<file path="config.mk">
export PLATFORM = sky130hd
export DESIGN_NAME = texel_disassembler_flat
export DESIGN_NICKNAME = d
export VERILOG_FILES = /design/src/rtl/texel_disassembler_if.sv /design/src/rtl/texel_disassembler.sv /design/src/flat_wrapper.sv
export SDC_FILE = /design/constraint.sdc
export NUM_CORES = 1
export LEC_CHECK = 0
export BUFFER_PORTS_ARGS = -buffer_cell sky130_fd_sc_hd__buf_2
export CAP_MARGIN = 20
export CELL_PAD_IN_SITES_DETAIL_PLACEMENT = 0
export CELL_PAD_IN_SITES_GLOBAL_PLACEMENT = 2
export CORE_MARGIN = 8
export CORE_UTILIZATION = 34
export DETAILED_ROUTE_END_ITERATION = 16
export GPL_TIMING_DRIVEN = 0
export PLACE_DENSITY = 0.88
export REMOVE_ABC_BUFFERS = 1
export SLEW_MARGIN = 20
export SYNTH_ARGS = -nofsm -noshare
export SYNTH_HDL_FRONTEND = slang
export SYNTH_SLANG_ARGS = --single-unit
</file>
<file path="constraint.sdc">
create_clock -name clk -period 3.53 [get_ports clk]
set_input_delay 0.1765 -clock clk [delete_from_list [all_inputs] [get_ports clk]]
set_output_delay 0.1765 -clock clk [all_outputs]
set_load 0.02 [all_outputs]
</file>
<file path="src/rtl/texel_disassembler_if.sv">
// Texel-in / AHB-word-out handshake bundle shared by the disassembler and its driver.
// master = producer/AHB side, slave = disassembler side.
interface texel_disassembler_if;
    logic [167:0] texel_buffer;
    logic         texel_ready;
    logic         texel_read;
    logic [31:0]  ahb_buffer;
    logic         ahb_data_available;
    logic         ahb_user_read_buffer;

    modport master (
        output texel_buffer, texel_ready, ahb_user_read_buffer,
        input  texel_read, ahb_buffer, ahb_data_available
    );

    modport slave (
        input  texel_buffer, texel_ready, ahb_user_read_buffer,
        output texel_read, ahb_buffer, ahb_data_available
    );
endinterface

</file>
<file path="src/rtl/texel_disassembler.sv">
// Serializes a 168-bit texel into START, 6 payload words, [CSUM if TEXEL_TX_CHECKSUM_EN], END.
// Accept in N -> FRAME_START valid in N+1; each word holds until popped, so stalls of any length are safe.
module texel_disassembler #(
    parameter logic [31:0] FRAME_START = 32'h0000_0000,
    parameter logic [31:0] FRAME_END   = 32'h0000_0001
) (
    input  logic                 clk,
    input  logic                 rst,
    texel_disassembler_if.slave  tx
);
    typedef enum logic [2:0] {
        IDLE,
        START,
        PAYLOAD,
        END
`ifdef TEXEL_TX_CHECKSUM_EN
        , CSUM
`endif
    } state_t;

    state_t        state_q, state_d;
    logic [2:0]    idx_q, idx_d;
    logic [167:0]  hold_q, hold_d;
    logic [31:0]   word_q, word_d;
    logic          avail_q, avail_d;
    logic          pop;
    logic          accept;

    // Word shown for a given (state, index, hold); outputs are registered from this.
    function automatic logic [31:0] word_of(state_t s, logic [2:0] k, logic [167:0] h);
        logic [31:0] w;
        w = 32'h0;
        case (s)
            START:   w = FRAME_START;
            PAYLOAD: begin
                case (k)
                    3'd0:    w = h[31:0];
                    3'd1:    w = h[63:32];
                    3'd2:    w = h[95:64];
                    3'd3:    w = h[127:96];
                    3'd4:    w = h[159:128];
                    default: w = {24'h0, h[167:160]};
                endcase
            end
`ifdef TEXEL_TX_CHECKSUM_EN
            CSUM:    w = h[31:0] ^ h[63:32] ^ h[95:64] ^ h[127:96] ^ h[159:128]
                         ^ {24'h0, h[167:160]};
`endif
            END:     w = FRAME_END;
            default: w = 32'h0;
        endcase
        return w;
    endfunction

    assign pop = avail_q & tx.ahb_user_read_buffer;

    always_comb begin
        state_d = state_q;
        idx_d   = idx_q;
        hold_d  = hold_q;
        accept  = 1'b0;
        case (state_q)
            IDLE: begin
                if (tx.texel_ready) begin
                    accept  = 1'b1;
                    hold_d  = tx.texel_buffer;
                    state_d = START;
                end
            end
            START: begin
                if (pop) begin
                    state_d = PAYLOAD;
                    idx_d   = 3'd0;
                end
            end
            PAYLOAD: begin
                if (pop) begin
                    if (idx_q == 3'd5) begin
                        idx_d = 3'd0;
`ifdef TEXEL_TX_CHECKSUM_EN
                        state_d = CSUM;
`else
                        state_d = END;
`endif
                    end else begin
                        idx_d = idx_q + 3'd1;
                    end
                end
            end
`ifdef TEXEL_TX_CHECKSUM_EN
            CSUM: begin
                if (pop) state_d = END;
            end
`endif
            END: begin
                if (pop) begin
                    if (tx.texel_ready) begin
                        accept  = 1'b1;
                        hold_d  = tx.texel_buffer;
                        state_d = START;
                    end else begin
                        state_d = IDLE;
                    end
                end
            end
            default: state_d = IDLE;
        endcase
        word_d  = word_of(state_d, idx_d, hold_d);
        avail_d = (state_d != IDLE);
    end

    always_ff @(posedge clk) begin
        if (rst) begin
            state_q <= IDLE;
            idx_q   <= 3'd0;
            hold_q  <= 168'h0;
            word_q  <= 32'h0;
            avail_q <= 1'b0;
        end else begin
            state_q <= state_d;
            idx_q   <= idx_d;
            hold_q  <= hold_d;
            word_q  <= word_d;
            avail_q <= avail_d;
        end
    end

    // Reset wins over an accept in the same cycle.
    assign tx.texel_read         = accept & ~rst;
    assign tx.ahb_buffer         = word_q;
    assign tx.ahb_data_available = avail_q;
endmodule

</file>
<file path="src/flat_wrapper.sv">
// flat-port wrapper written by rule: the top's interface ports become plain ports
module texel_disassembler_flat 
#(
    parameter logic [31:0] FRAME_START = 32'h0000_0000,
    parameter logic [31:0] FRAME_END   = 32'h0000_0001
)
  (clk, rst, tx_texel_buffer, tx_texel_ready, tx_ahb_user_read_buffer, tx_texel_read, tx_ahb_buffer, tx_ahb_data_available);
  texel_disassembler_if tx_i ();
  input  logic clk;
  input  logic rst;
  input wire logic [$bits(tx_i.texel_buffer)-1:0] tx_texel_buffer;
  input wire logic [$bits(tx_i.texel_ready)-1:0] tx_texel_ready;
  input wire logic [$bits(tx_i.ahb_user_read_buffer)-1:0] tx_ahb_user_read_buffer;
  output wire logic [$bits(tx_i.texel_read)-1:0] tx_texel_read;
  output wire logic [$bits(tx_i.ahb_buffer)-1:0] tx_ahb_buffer;
  output wire logic [$bits(tx_i.ahb_data_available)-1:0] tx_ahb_data_available;
  assign tx_i.texel_buffer = tx_texel_buffer;
  assign tx_i.texel_ready = tx_texel_ready;
  assign tx_i.ahb_user_read_buffer = tx_ahb_user_read_buffer;
  assign tx_texel_read = tx_i.texel_read;
  assign tx_ahb_buffer = tx_i.ahb_buffer;
  assign tx_ahb_data_available = tx_i.ahb_data_available;
  texel_disassembler #(.FRAME_START(FRAME_START), .FRAME_END(FRAME_END)) u_core (.clk(clk), .rst(rst), .tx(tx_i));
endmodule
</file>
-- After elaboration in Yosys (flattened, before gate mapping)
Index checks and enable logic that the tools add are counted.
- output and inout bits: 34
- register bits: 207
- memory bits (read-only): 0
- input bits: 172
- latch bits: 0
- bits in writable memories: 0
- memories kept: 0
- equal/unequal tests: 10
- add/sub/neg operators: 1
- bitwise gates (word level): 3
- divide/modulo/power cells: 0
- multiply operators: 0
- reduce and logical (&&, ||, !) cells: 3
- order comparisons: 0
- shift operators: 0
- muxes and demuxes: 19
- operators by type and width (cell ; number):
    168-bit two-way mux ; 2
    168-bit case mux with 2 select lines ; 1
    32-bit case mux with 5 select lines ; 1
    32-bit case mux with 2 select lines ; 1
    3-bit two-way mux ; 8
    3-bit by 2-bit == test with 1-bit output (second input constant) ; 6
    3-bit case mux with 4 select lines ; 1
    3-bit by 1-bit == test with 1-bit output (second input constant) ; 2
    3-bit == test (second input constant) ; 2
    3-bit logical NOT ; 2
    3-bit case mux with 2 select lines ; 1
    3-bit by 1-bit adder with 3-bit output (second input constant) ; 1
    1-bit two-way mux ; 3
    3-bit nonzero test ; 1
    1-bit AND ; 2
    1-bit case mux with 2 select lines ; 1
    1-bit inverter ; 1

-- Logic depth before layout (Yosys ltp)
Gate-level depths: netlist of the first run.
- depth after elaboration: 7
- gate-level depth with buffers: 10
- depth with buffers taken out: 6

-- Least setup slack after synthesis of the first run
OpenSTA, ideal clock, no wires.
- path type: reg2reg
- start point: register u_core.avail_q, in the netlist u_core.tx.ahb_data_available
- end point: register u_core.word_q[26], in the netlist u_core.tx.ahb_buffer[26]
- slack: 1.313 ns
- path buffers: 2
- stages on the path, launching flop included: 9
- data required time: 3.457 ns
- arrival time: 2.144 ns
- cell sequence: dfxtp_1 nand3_1 xnor2_1 or3_1 or4b_1 buf_2 buf_6 a31o_1 o211ai_2
- cells in the longest elaborated chain, start to end: 6
- elaborated cells on any way between the ends: 19
- classes of those cells: 6 x eq/ne; 11 x mux; 1 x bitwise; 1 x reduce/logical
- ends and longest elaborated chain (what ; line ; RTL):
    from (decl) ; texel_disassembler.sv:25 ; logic avail_q, avail_d;
    from (signal assigned) ; texel_disassembler.sv:124 ; avail_q <= avail_d;
    1-bit AND * ; texel_disassembler.sv:55 ; assign pop = avail_q & tx.ahb_user_read_buffer;
    3-bit two-way mux (on tied branches) ; texel_disassembler.sv:77, texel_disassembler.sv:71 ;
    3-bit case mux with 2 select lines ; texel_disassembler.sv:62 ; case (state_q)
    3-bit == test, or another cell as far along ; texel_disassembler.sv:36 ; case (k)
    32-bit case mux with 5 select lines ; texel_disassembler.sv:36 ;
    32-bit case mux with 2 select lines * ; texel_disassembler.sv:33 ; case (s)
    to (signal assigned) ; texel_disassembler.sv:123 ; word_q <= word_d;
    to (decl) ; texel_disassembler.sv:24 ; logic [31:0] word_q, word_d;
Mark *: on every way between the ends. The rest lies on a longest branch, timed or not.
A chain may end at the register's enable or synchronous reset.

-- Final worst setup path of the first run
- start point: register u_core.state_q[1]
- end point: register u_core.word_q[10], in the netlist u_core.tx.ahb_buffer[10]
- cells in the longest elaborated chain, start to end: 5
- elaborated cells on any way between the ends: 21
- classes of those cells: 9 x eq/ne; 10 x mux; 2 x reduce/logical
- ends and longest elaborated chain (what ; line ; RTL):
    from (decl) ; texel_disassembler.sv:21 ; state_t state_q, state_d;
    from (signal assigned) ; texel_disassembler.sv:120 ; state_q <= state_d;
    3-bit by 2-bit == test with 1-bit output, or another cell as far along ; texel_disassembler.sv:62 ;
    3-bit case mux with 2 select lines or 3-bit two-way mux (tied branches) ; texel_disassembler.sv:62, texel_disassembler.sv:77 ;
    3-bit == test, or another cell as far along ; texel_disassembler.sv:36 ;
    32-bit case mux with 5 select lines or 3-bit by 2-bit == test with 1-bit output (tied branches) ; texel_disassembler.sv:36, texel_disassembler.sv:33 ;
    32-bit case mux with 2 select lines * ; texel_disassembler.sv:33 ;
Marks and branches as above.

==> out/metrics.yaml, run 1 <==
die:
  die_w_um: 179
  die_y_um: 179
  row_count: 59
  initial_utilization_pct: 34.6
  core_area_um2: 26000
  design.die.area_um2: 31900
  io_pins: 206
routing:
  wl_um: 29000
  vias: 8605
  ant_nets: 0
  via_per_inst: 4.96
  drc: 0
  first_pass_iters: 5
  routedWlPerCell_um: 16.7
  drt_iter0_drc: 501
clock_network:
  clk_latency_ns: 0.52
  cts_tree: "yes"
  cts_root_buf: "clkbuf_16"
  cts_buffer_depth: 3
  clock-sinks: 207
  cts_buffers: 26
  htree_levels: 1
  clkTransAtPathRegs_ns: 0.05
run:
  drv_cap: 0
setup_path:
  crit_chain: "clkinv_1, xnor2_1, or3_1, or4b_2, a31o_2, o211ai_1"
  end_kind: "register"
  cp_slowest_cell: "or4b_2"
  worstPathArrival_ns: 3.53
  path_max_fanout: 24
  cp_slowest_stage_delay_ns: 1.12
  path_buf_inv: 1
  crit_required_ns: 3.97
  cp-start-kind: "register"
  critical_path_class: "reg -> reg"
  cp_top_family: "simple AND/OR/NAND/NOR gates"
yosys:
  synth_cells: 1048
  muxShareOfSynthArea_pct: 13.1
  synth_top_family_by_area: "simple AND/OR/NAND/NOR gates"
  ys.flop_type: "dfxtp_1"
  yosysWarnings: 0
  seq_area_frac_synth_pct: 46.1
  yosys.area_share.simple_pct: 21.2
  synth-edff-count: 0
  synth_cell_types: 61
  synth_xor_area_share_pct: 0.0975
  synth_fa_ha_area_share_pct: 0
  netlist_area_um2: 8990
  async_flop_share_pct: 0
  synth-seq-cells: 207
  syn_area_per_cell_um2: 8.58
  synth-compound-area-share_pct: 14.7
cells_and_area:
  final_cell_mix: "nand2_1, dfxtp_1, buf_2, dlygate4sd3_1, a21oi_1"
  layout_commonest_cell: "nand2_1"
  drive_gt1_share_pct: 22.3
  area_growth_pct: 44.9
  nets: 1556
  n_antenna_cell: 0
  postLayoutCoreUtil_pct: 50.1
grt:
  grt_max_degree: 109
  grt_first_pass_wirelength_um: 45500
  grt_pass1_vias: 8650
  antenna_found_initial: 0
  gr-usage-all-layers_pct: 17.6
  overflow: 0
placed_design:
  pre_cts_slack_ns: -0.308
  gp_congestion: 0.717
  port_buffers: 205
  dp_hpwl_um: 18700
timing:
  slew_violations: 0
  finalCritPeriodShare_pct: 87.7
  hold_viol: 0
  setup_viol: 0
  max_freq_ghz: 0.323
  setup-tns-final_ns: 0
  fin_skew_ns: 0.00821
  finalWorstSetupSlack_ns: 0.435
  rsz0062_at_grt: "false"
  fin_crit_ns: 3.09
  relSlewSlack_pct: 26.3
  worst_pin_slew_ns: 1.10
pwr:
  cellPowerDensity_nw_per_um2: 434
  finalPower_mw: 5.65
  irDropWorstVdd_v: 0.000322
  p_leak_nw: 5.24
hold_path:
  hold_class: "in -> reg"
run_status:
  status: "finished, final reports clean"
worst paths after layout:
| check | from | end | slack, ns | depth (start not counted) |
|---|---|---|---|---|
| setup / recovery | u_core.state_q[1] | u_core.tx.ahb_buffer[10] | 0.44 | 6 |
| hold / removal | tx_texel_buffer[96] | u_core.hold_q[96] | 0.03 | 3 |
| setup reg to reg | u_core.state_q[1] | u_core.tx.ahb_buffer[10] | 0.44 | 6 |
| hold reg to reg | u_core.hold_q[61] | u_core.hold_q[61] | 0.45 | 2 |
cell families (layout without fill, tap and decap cells):
kind of cell,after synthesis,in the layout
xor gates and xnor gates,1,1
DFF,207,207
muxes,85,85
AOI/OAI and AO/OA,214,214
and+or+nand+nor,453,453
other,1,1
buffers and inverters,87,438
per-layer routing:
layer / routed length (µm) / GRT usage [%] / part of all wire [%]
met5: 0 / 0 / 0
met4: 599 / 5.20 / 2.1
met3: 1320 / 2.31 / 4.6
met2: 13700 / 29.3 / 47
met1: 13400 / 23.4 / 46
synthesized netlist by cell type (2+ instances only):
| master | instances | area share, % |
|---|---|---|
| and2_1 | 2 | 0.14 |
| nor2_1 | 61 | 2.5 |
| nand2b_1 | 5 | 0.35 |
| o22a_1 | 3 | 0.29 |
| a21boi_0 | 3 | 0.25 |
| nor2b_1 | 3 | 0.21 |
| mux2_2 | 3 | 0.38 |
| mux4_2 | 26 | 6.5 |
| buf_2 | 26 | 1.4 |
| and3_1 | 23 | 1.6 |
| o21ai_0 | 6 | 0.33 |
| o221ai_1 | 19 | 1.9 |
| a211oi_1 | 5 | 0.42 |
| nor4_1 | 3 | 0.21 |
| buf_4 | 9 | 0.75 |
| nand2_1 | 300 | 13 |
| o22ai_1 | 7 | 0.49 |
| a221oi_1 | 3 | 0.29 |
| buf_6 | 4 | 0.50 |
| a31oi_1 | 2 | 0.14 |
| a22oi_1 | 4 | 0.33 |
| o31ai_1 | 2 | 0.17 |
| nand4_1 | 2 | 0.14 |
| a31o_2 | 4 | 0.39 |
| o21ai_1 | 2 | 0.11 |
| nand3_1 | 34 | 1.9 |
| nand4b_1 | 2 | 0.19 |
| o32ai_1 | 3 | 0.29 |
| o211ai_1 | 7 | 0.58 |
| dfxtp_1 | 207 | 46 |
| mux2i_1 | 56 | 6.2 |
| o21a_1 | 2 | 0.17 |
| nor3_1 | 6 | 0.33 |
| a21oi_1 | 132 | 7.4 |
| a32oi_1 | 2 | 0.19 |
| clkbuf_1 | 45 | 1.9 |
stage by stage:
| stage | std cells | hold slack (ns) | area (µm²) |
|---|---|---|---|
| 6_report | 1734 | 0.0272 | 13000 |
| 3_3_place_gp | 1503 | 0.424 | 10000 |
| 4_1_cts | 1733 | 0.00600 | 13000 |
| 3_5_place_dp | 1525 | 0.425 | 10500 |
| 2_1_floorplan | 963 | 0.246 | 8570 |
| 5_1_grt | 1734 | 0.0570 | 13000 |
cell type report:
type	instances	area, µm²
clock buffers	39	761
multi-input cells	754	4470
flip-flops and latches	207	4150
clock inverters	4	51.3
fillers	2445	13000
repair buffers	393	3160
inverters	2	7.51
well taps	335	419
timing repair:
item	in CTS	in global routing
hold buffers	165	0
gates cloned	0	0
endpoints found under the hold margin	168	0
buffers inserted	0	1
gates resized for setup	1	2
pin swaps	1	1
endpoints found under the setup margin	20	19
sequential cells by signal, summed over array words and instances (netlist names):
signal                        count
u_core.tx.ahb_buffer             32
u_core.tx.ahb_data_available      1
u_core.state_q                    3
u_core.idx_q                      3
u_core.hold_q                   168
worst min-delay path, cell delays in order:
cell and delay, ns:
buf_2 0.12, nor2_1 0.13, nor4_1 0.06
where the power goes:
part	switching [mW]	internal (mW)
Combinational	0.290	0.361
Clock	0.981	1.55
Sequential	0.0392	2.43
Total	1.31	4.34
Note: power is estimated with default switching activity, not from simulation.
==> inputs of run 2 (changes only) <==
--- a/config.mk
+++ b/config.mk
@@ -13,7 +13,7 @@
 export CORE_UTILIZATION = 34
 export DETAILED_ROUTE_END_ITERATION = 16
 export GPL_TIMING_DRIVEN = 0
-export PLACE_DENSITY = 0.88
+export PLACE_DENSITY_LB_ADDON = 0.3
 export REMOVE_ABC_BUFFERS = 1
 export SLEW_MARGIN = 20
 export SYNTH_ARGS = -nofsm -noshare
==> run 2 against run 1 <==
Effect of this change: global-route usage is 0.56 points higher; worst setup slack got worse by 0.047 ns; hold slack better by 0.038 ns; total power down 1.1%; register-to-register slack got worse by 0.05 ns; flip-flop and latch count did not move; cell count is 0.29% higher.
==> out/metrics.yaml, run 2 (synthesized netlist as in run 1, its figures left out) <==
timing:
  fin_crit_ns: 3.14  # +0.0474 ns
  hold_viol: 0  # unchanged
  finalCritPeriodShare_pct: 89.0  # +1.3 points
  rsz0062_at_grt: "false"
  fin_skew_ns: 0.0117  # +0.00344 ns
  relSlewSlack_pct: 40.3  # +14 points
  worst_pin_slew_ns: 0.896  # -0.201 ns
  max_freq_ghz: 0.318  # -1.5%
  whs_ns: 0.0657  # +0.0385 ns
  setup_viol: 0  # unchanged
  slew_violations: 0  # unchanged
clock_network:
  cts_tree: "yes"
  post_cts_buffers: 0  # unchanged
  cts_root_buf: "clkbuf_16"
  cts_buffer_depth: 3  # unchanged
  clk_latency_ns: 0.51  # about the same
  clock-sinks: 207  # unchanged
  clkTransAtPathRegs_ns: 0.06  # about the same
  cts_buffers: 25  # -3.8%
  htree_levels: 1  # unchanged
placed_design:
  dp_hpwl_um: 19100  # +2.0%
  gp_congestion: 0.777  # +8.3%
  port_buffers: 205  # unchanged
  dp_cells: 1526  # +0.066%
setup_path:
  cp_top_family: "simple AND/OR/NAND/NOR gates"
  critical_path_class: "reg -> reg"
  path_buf_inv: 3  # +2
  worstPathArrival_ns: 3.56  # +0.03 ns
  crit_required_ns: 3.94  # -0.03 ns
  path_max_fanout: 20  # -17%
  cp_slowest_cell: "dfxtp_2"
  end_kind: "register"
  cp-start-kind: "register"
  cp_slowest_stage_delay_ns: 0.58  # -0.54 ns
  crit_chain: "clkinv_1, xnor2_1, or3_1, nor3_2, nand4_1, buf_6, buf_8, o221ai_1"
die:
  initial_utilization_pct: 34.6  # unchanged
  core_area_um2: 26000  # unchanged
  io_pins: 206  # unchanged
  die_y_um: 179  # unchanged
  row_count: 59  # unchanged
  die_w_um: 179  # unchanged
  design.die.area_um2: 31900  # unchanged
pwr:
  swShare_pct: 23.3  # +0.099 points
  p_leak_nw: 5.22  # -0.26%
  pwr-share-seq_pct: 44.2  # +0.5 points
  p_switching_mw: 1.30  # -0.72%
  p_int_mw: 4.28  # -1.3%
  irDropWorstVdd_v: 0.000299  # -7.3%
  pwr-share-clk_pct: 44.0  # -0.7 points
  p_comb_share_pct: 11.7  # +0.2 points
  cellPowerDensity_nw_per_um2: 430  # -0.99%
grt:
  antenna_found_initial: 0  # unchanged
  grt_pass1_vias: 8791  # +1.6%
  overflow: 0  # unchanged
  grt_first_pass_wirelength_um: 46900  # +3.1%
  gr-usage-all-layers_pct: 18.1  # +0.56 points
  grt_max_degree: 96  # -12%
cells_and_area:
  n_antenna_cell: 0  # unchanged
  largest_reg_flops: 168  # unchanged
  layout_commonest_cell: "nand2_1"
  area_growth_pct: 44.7
  final_cell_mix: "nand2_1, dfxtp_1, buf_2, dlygate4sd3_1, a21oi_1"
  fillers: 2466  # +0.86%
  regMostFlops: "u_core.hold_q"
  nets: 1558  # +0.13%
  fin_cells: 1739  # +0.29%
  drive_gt1_share_pct: 22.4  # +0.13 points
hold_path:
  hold_class: "in -> reg"
run_status:
  status: "finished, final reports clean"
routing:
  routedWlPerCell_um: 16.9  # +1.3%
  vias: 8720  # +1.3%
  drc: 0  # unchanged
  via_per_inst: 5.01  # +1.0%
  drt_iter0_drc: 477  # -4.8%
  wl_um: 29500  # +1.6%
  ant_nets: 0  # unchanged
  first_pass_iters: 6  # +1
run:
  drv_cap: 0  # unchanged
-- run 2: cell types whose count changed in the layout (fill, tap and decap cells not counted), moves of 2 or more --
| cell | previous run | this run |
|---|---|---|
| buf_12 | 1 | 7 |
| buf_16 | 13 | 7 |
| clkbuf_8 | 4 | 9 |
| dlygate4sd3_1 | 165 | 168 |
| clkbuf_16 | 27 | 25 |
-- run 2: metrics by stage --
| step | cell area (µm²) | total power, mW | TNS [ns] | util, % | setup WS [ns] |
|---|---|---|---|---|---|
| after global placement | 10000 | 3.05 | -1142.90 | 38.5 | -7.31 |
| final | 13000 | 5.59 | 0 | 50.0 | 0.388 |
| after detailed placement | 10500 | 3.03 | 0 | 40.4 | 0.0325 |
| after CTS | 13000 | 5.67 | 0 | 50.0 | 0.0289 |
| after global routing | 13000 | 5.84 | 0 | 50.0 | 0.0938 |
| after floorplan | 8570 | 2.81 | -465.22 | - | -3.45 |
-- run 2: layer usage --
metal	vias up	GRT usage [%]	part of all wire (%)
met5	-	0	0
met3	45	2.92	5.0
met1	4129	23.9	45
met4	0	5.24	2.5
li1	4329	-	-
met2	217	30.1	47
-- run 2: final timing paths --
check | start | end | slack (ns) | cells after the start
max | u_core.state_q[1] | u_core.tx.ahb_buffer[11] | 0.39 | 8
min | rst | u_core.hold_q[166] | 0.07 | 2
max reg2reg | u_core.state_q[1] | u_core.tx.ahb_buffer[11] | 0.39 | 8
min reg2reg | u_core.hold_q[43] | u_core.hold_q[43] | 0.45 | 2
-- run 2: area by class of cell --
cell class | count | area (µm²) | area share, %
Clock buffer | 43 | 783 | 6.02
Clock inverter | 2 | 12.5 | 0.0962
Inverter | 2 | 7.51 | 0.0577
Multi-Input combinational cell | 754 | 4480 | 34.5
Sequential cell | 207 | 4150 | 31.9
Tap cell | 335 | 419 | 3.22
Timing Repair Buffer | 396 | 3150 | 24.2
-- run 2: power groups by stage --
stage	Combinational [mW]	Clock, mW	Sequential [mW]
floorplan	0.299	0	2.51
global placement	0.531	0	2.52
detailed placement	0.511	0	2.52
CTS	0.659	2.54	2.47
global route	0.725	2.63	2.48
finish	0.655	2.46	2.47
-- run 2: repair_timing --
item,4_1_cts,5_1_grt
hold buffers,168,0
gates resized for setup,0,4
setup endpoints to repair,1,24
pin swaps,1,0
hold endpoints to repair,168,0
==> inputs of run 3 (changes only) <==
--- a/config.mk
+++ b/config.mk
@@ -13,8 +13,8 @@
 export CORE_UTILIZATION = 34
 export DETAILED_ROUTE_END_ITERATION = 16
 export GPL_TIMING_DRIVEN = 0
+export MAX_ROUTING_LAYER = met4
 export PLACE_DENSITY_LB_ADDON = 0.3
-export REMOVE_ABC_BUFFERS = 1
 export SLEW_MARGIN = 20
 export SYNTH_ARGS = -nofsm -noshare
 export SYNTH_HDL_FRONTEND = slang
==> run 3 against run 2 <==
Effect of this change: utilization decreased by 0.63 points; non-clock buffer count increased by 59; register-to-register slack improved by 0.26 ns; cell count increased by 3.2%; routed wire length increased by 18%; largest cell class unchanged; highest routed layer unchanged.
==> out/metrics.yaml, run 3 (synthesized netlist as in run 1, its figures left out) <==
timing:
  slew_violations: 0  # unchanged
  fin_crit_ns: 3.14  # -0.0000130 ns
  hold_viol: 0  # unchanged
  setup_viol: 0  # unchanged
  setup-tns-final_ns: 0  # unchanged
  fin_skew_ns: 0.0228  # +0.0111 ns
  worst_pin_slew_ns: 0.865  # -0.0304 ns
  max_freq_ghz: 0.318  # about the same
  finalCritPeriodShare_pct: 89.0  # about the same
  finalWorstSetupSlack_ns: 0.388  # +0.0000130 ns
  rsz0062_at_grt: "false"
  relSlewSlack_pct: 41.8  # +1.5 points
routing:
  routedWlPerCell_um: 19.4  # +14%
  drt_iter0_drc: 607  # +27%
  vias: 8992  # +3.1%
  first_pass_iters: 7  # +1
  drc: 0  # unchanged
  wl_um: 34800  # +18%
  via_per_inst: 5.01  # about the same
  ant_nets: 0  # unchanged
pwr:
  p_leak_nw: 5.20  # -0.35%
  irDropWorstVdd_v: 0.000275  # -7.9%
  finalPower_mw: 5.54  # -0.82%
  cellPowerDensity_nw_per_um2: 431  # +0.44%
hold_path:
  hold_class: "in -> reg"
clock_network:
  clock-sinks: 207  # unchanged
  cts_buffer_depth: 3  # unchanged
  cts_tree: "yes"
  clkTransAtPathRegs_ns: 0.06  # about the same
  clk_latency_ns: 0.52  # about the same
  htree_levels: 1  # unchanged
  cts_buffers: 25  # unchanged
  cts_root_buf: "clkbuf_16"
die:
  core_area_um2: 26000  # unchanged
  die_w_um: 179  # unchanged
  design.die.area_um2: 31900  # unchanged
  die_y_um: 179  # unchanged
  io_pins: 206  # unchanged
  initial_utilization_pct: 34.6  # unchanged
  row_count: 59  # unchanged
grt:
  grt_first_pass_wirelength_um: 52500  # +12%
  antenna_found_initial: 1  # +1
  gr-usage-all-layers_pct: 21.9  # +3.8 points
  grt_pass1_vias: 9045  # +2.9%
  overflow: 0  # unchanged
  grt_max_degree: 13  # -86%
setup_path:
  end_kind: "output pin"
  worstPathArrival_ns: 2.97  # -0.59 ns
  path_max_fanout: 10  # -50%
  critical_path_class: "reg -> out"
  crit_required_ns: 3.35  # -0.59 ns
  cp-start-kind: "register"
cells_and_area:
  n_antenna_cell: 0  # unchanged
  layout_commonest_cell: "nand2_1"
  final_cell_mix: "nand2_1, buf_2, dfxtp_1, dlygate4sd3_1, a21oi_1"
  area_growth_pct: 42.9
  regMostFlops: "u_core.hold_q"
  drive_gt1_share_pct: 22.0  # -0.43 points
  largest_reg_flops: 168  # unchanged
  nets: 1617  # +3.8%
run_status:
  status: "finished, final reports clean"
placed_design:
  dp_hpwl_um: 25800  # +35%
  port_buffers: 205  # unchanged
  pre_cts_slack_ns: 0.666  # +0.633 ns
  gp_congestion: 0.854  # +9.9%
run:
  drv_cap: 0  # unchanged
yosys:
  syn-num-nets: 1220
==> run 3: cell count changes in the layout (fill, tap and decap cells not counted), moves of 4 or more <==
cell,before,now
buf_4,3,9
buf_12,7,0
clkbuf_1,9,50
buf_16,7,0
buf_2,204,231
clkbuf_8,9,5
==> run 3: metal layers <==
layer	track usage, %	vias up	part of all wire (%)
li1	-	4443	-
met1	29.3	4238	46
met2	35.1	277	47
met3	2.29	34	4.9
met4	5.20	0	1.8
met5	-	-	0
==> run 3: final timing paths <==
path / slack (ns) / start / to / cells past startpoint
hold / removal: 0.03 / tx_texel_buffer[96] / u_core.hold_q[96] / 3
hold reg to reg: 0.45 / u_core.hold_q[112] / u_core.hold_q[112] / 2
setup / recovery: 0.39 / u_core.state_q[0] / tx_texel_read / 7
setup reg to reg: 0.65 / u_core.tx.ahb_data_available / u_core.tx.ahb_buffer[30] / 8
==> run 3: worst max-delay path, cell delays in order, from the launching register on <==
cell and delay, ns:
dfxtp_1 0.35, buf_4 0.18, and4_1 0.18, o21ai_2 0.40, clkbuf_1 0.62, clkbuf_1 0.42, nor2_1 0.10, buf_2 0.20
==> run 3: report_power, final <==
group          switching [mW]  total, mW  internal, mW
Clock                   0.979       2.38          1.40
Sequential             0.0395       2.47          2.43
Combinational           0.348      0.693         0.345
==> run 3: repair_timing <==
action	CTS	global route
resized for setup	0	1
hold buffers	165	0
setup buffers	0	0
endpoints found under the hold margin	165	0
setup endpoints to repair	0	1
==> run 3: layout make-up <==
class | instances | area, µm²
Buffer | 85 | 417
Multi-Input combinational cell | 754 | 4420
Clock inverter | 6 | 37.5
Sequential cell | 207 | 4140
Inverter | 2 | 7.51
Clock buffer | 35 | 713
Tap cell | 335 | 419
Fill cell | 2537 | 13100
Timing Repair Buffer | 370 | 2680
==> run 3: metrics by stage <==
stage	cells	cell area [µm²]	utilization (%)	hold WS, ns
3_5_place_dp	1588	10400	40.1	0.426
4_1_cts	1794	12800	49.4	0.00631
3_3_place_gp	1588	10400	40.1	0.425
6_report	1794	12800	49.4	0.0260
5_1_grt	1794	12800	49.4	0.0403
2_1_floorplan	1048	8990	-	0.312
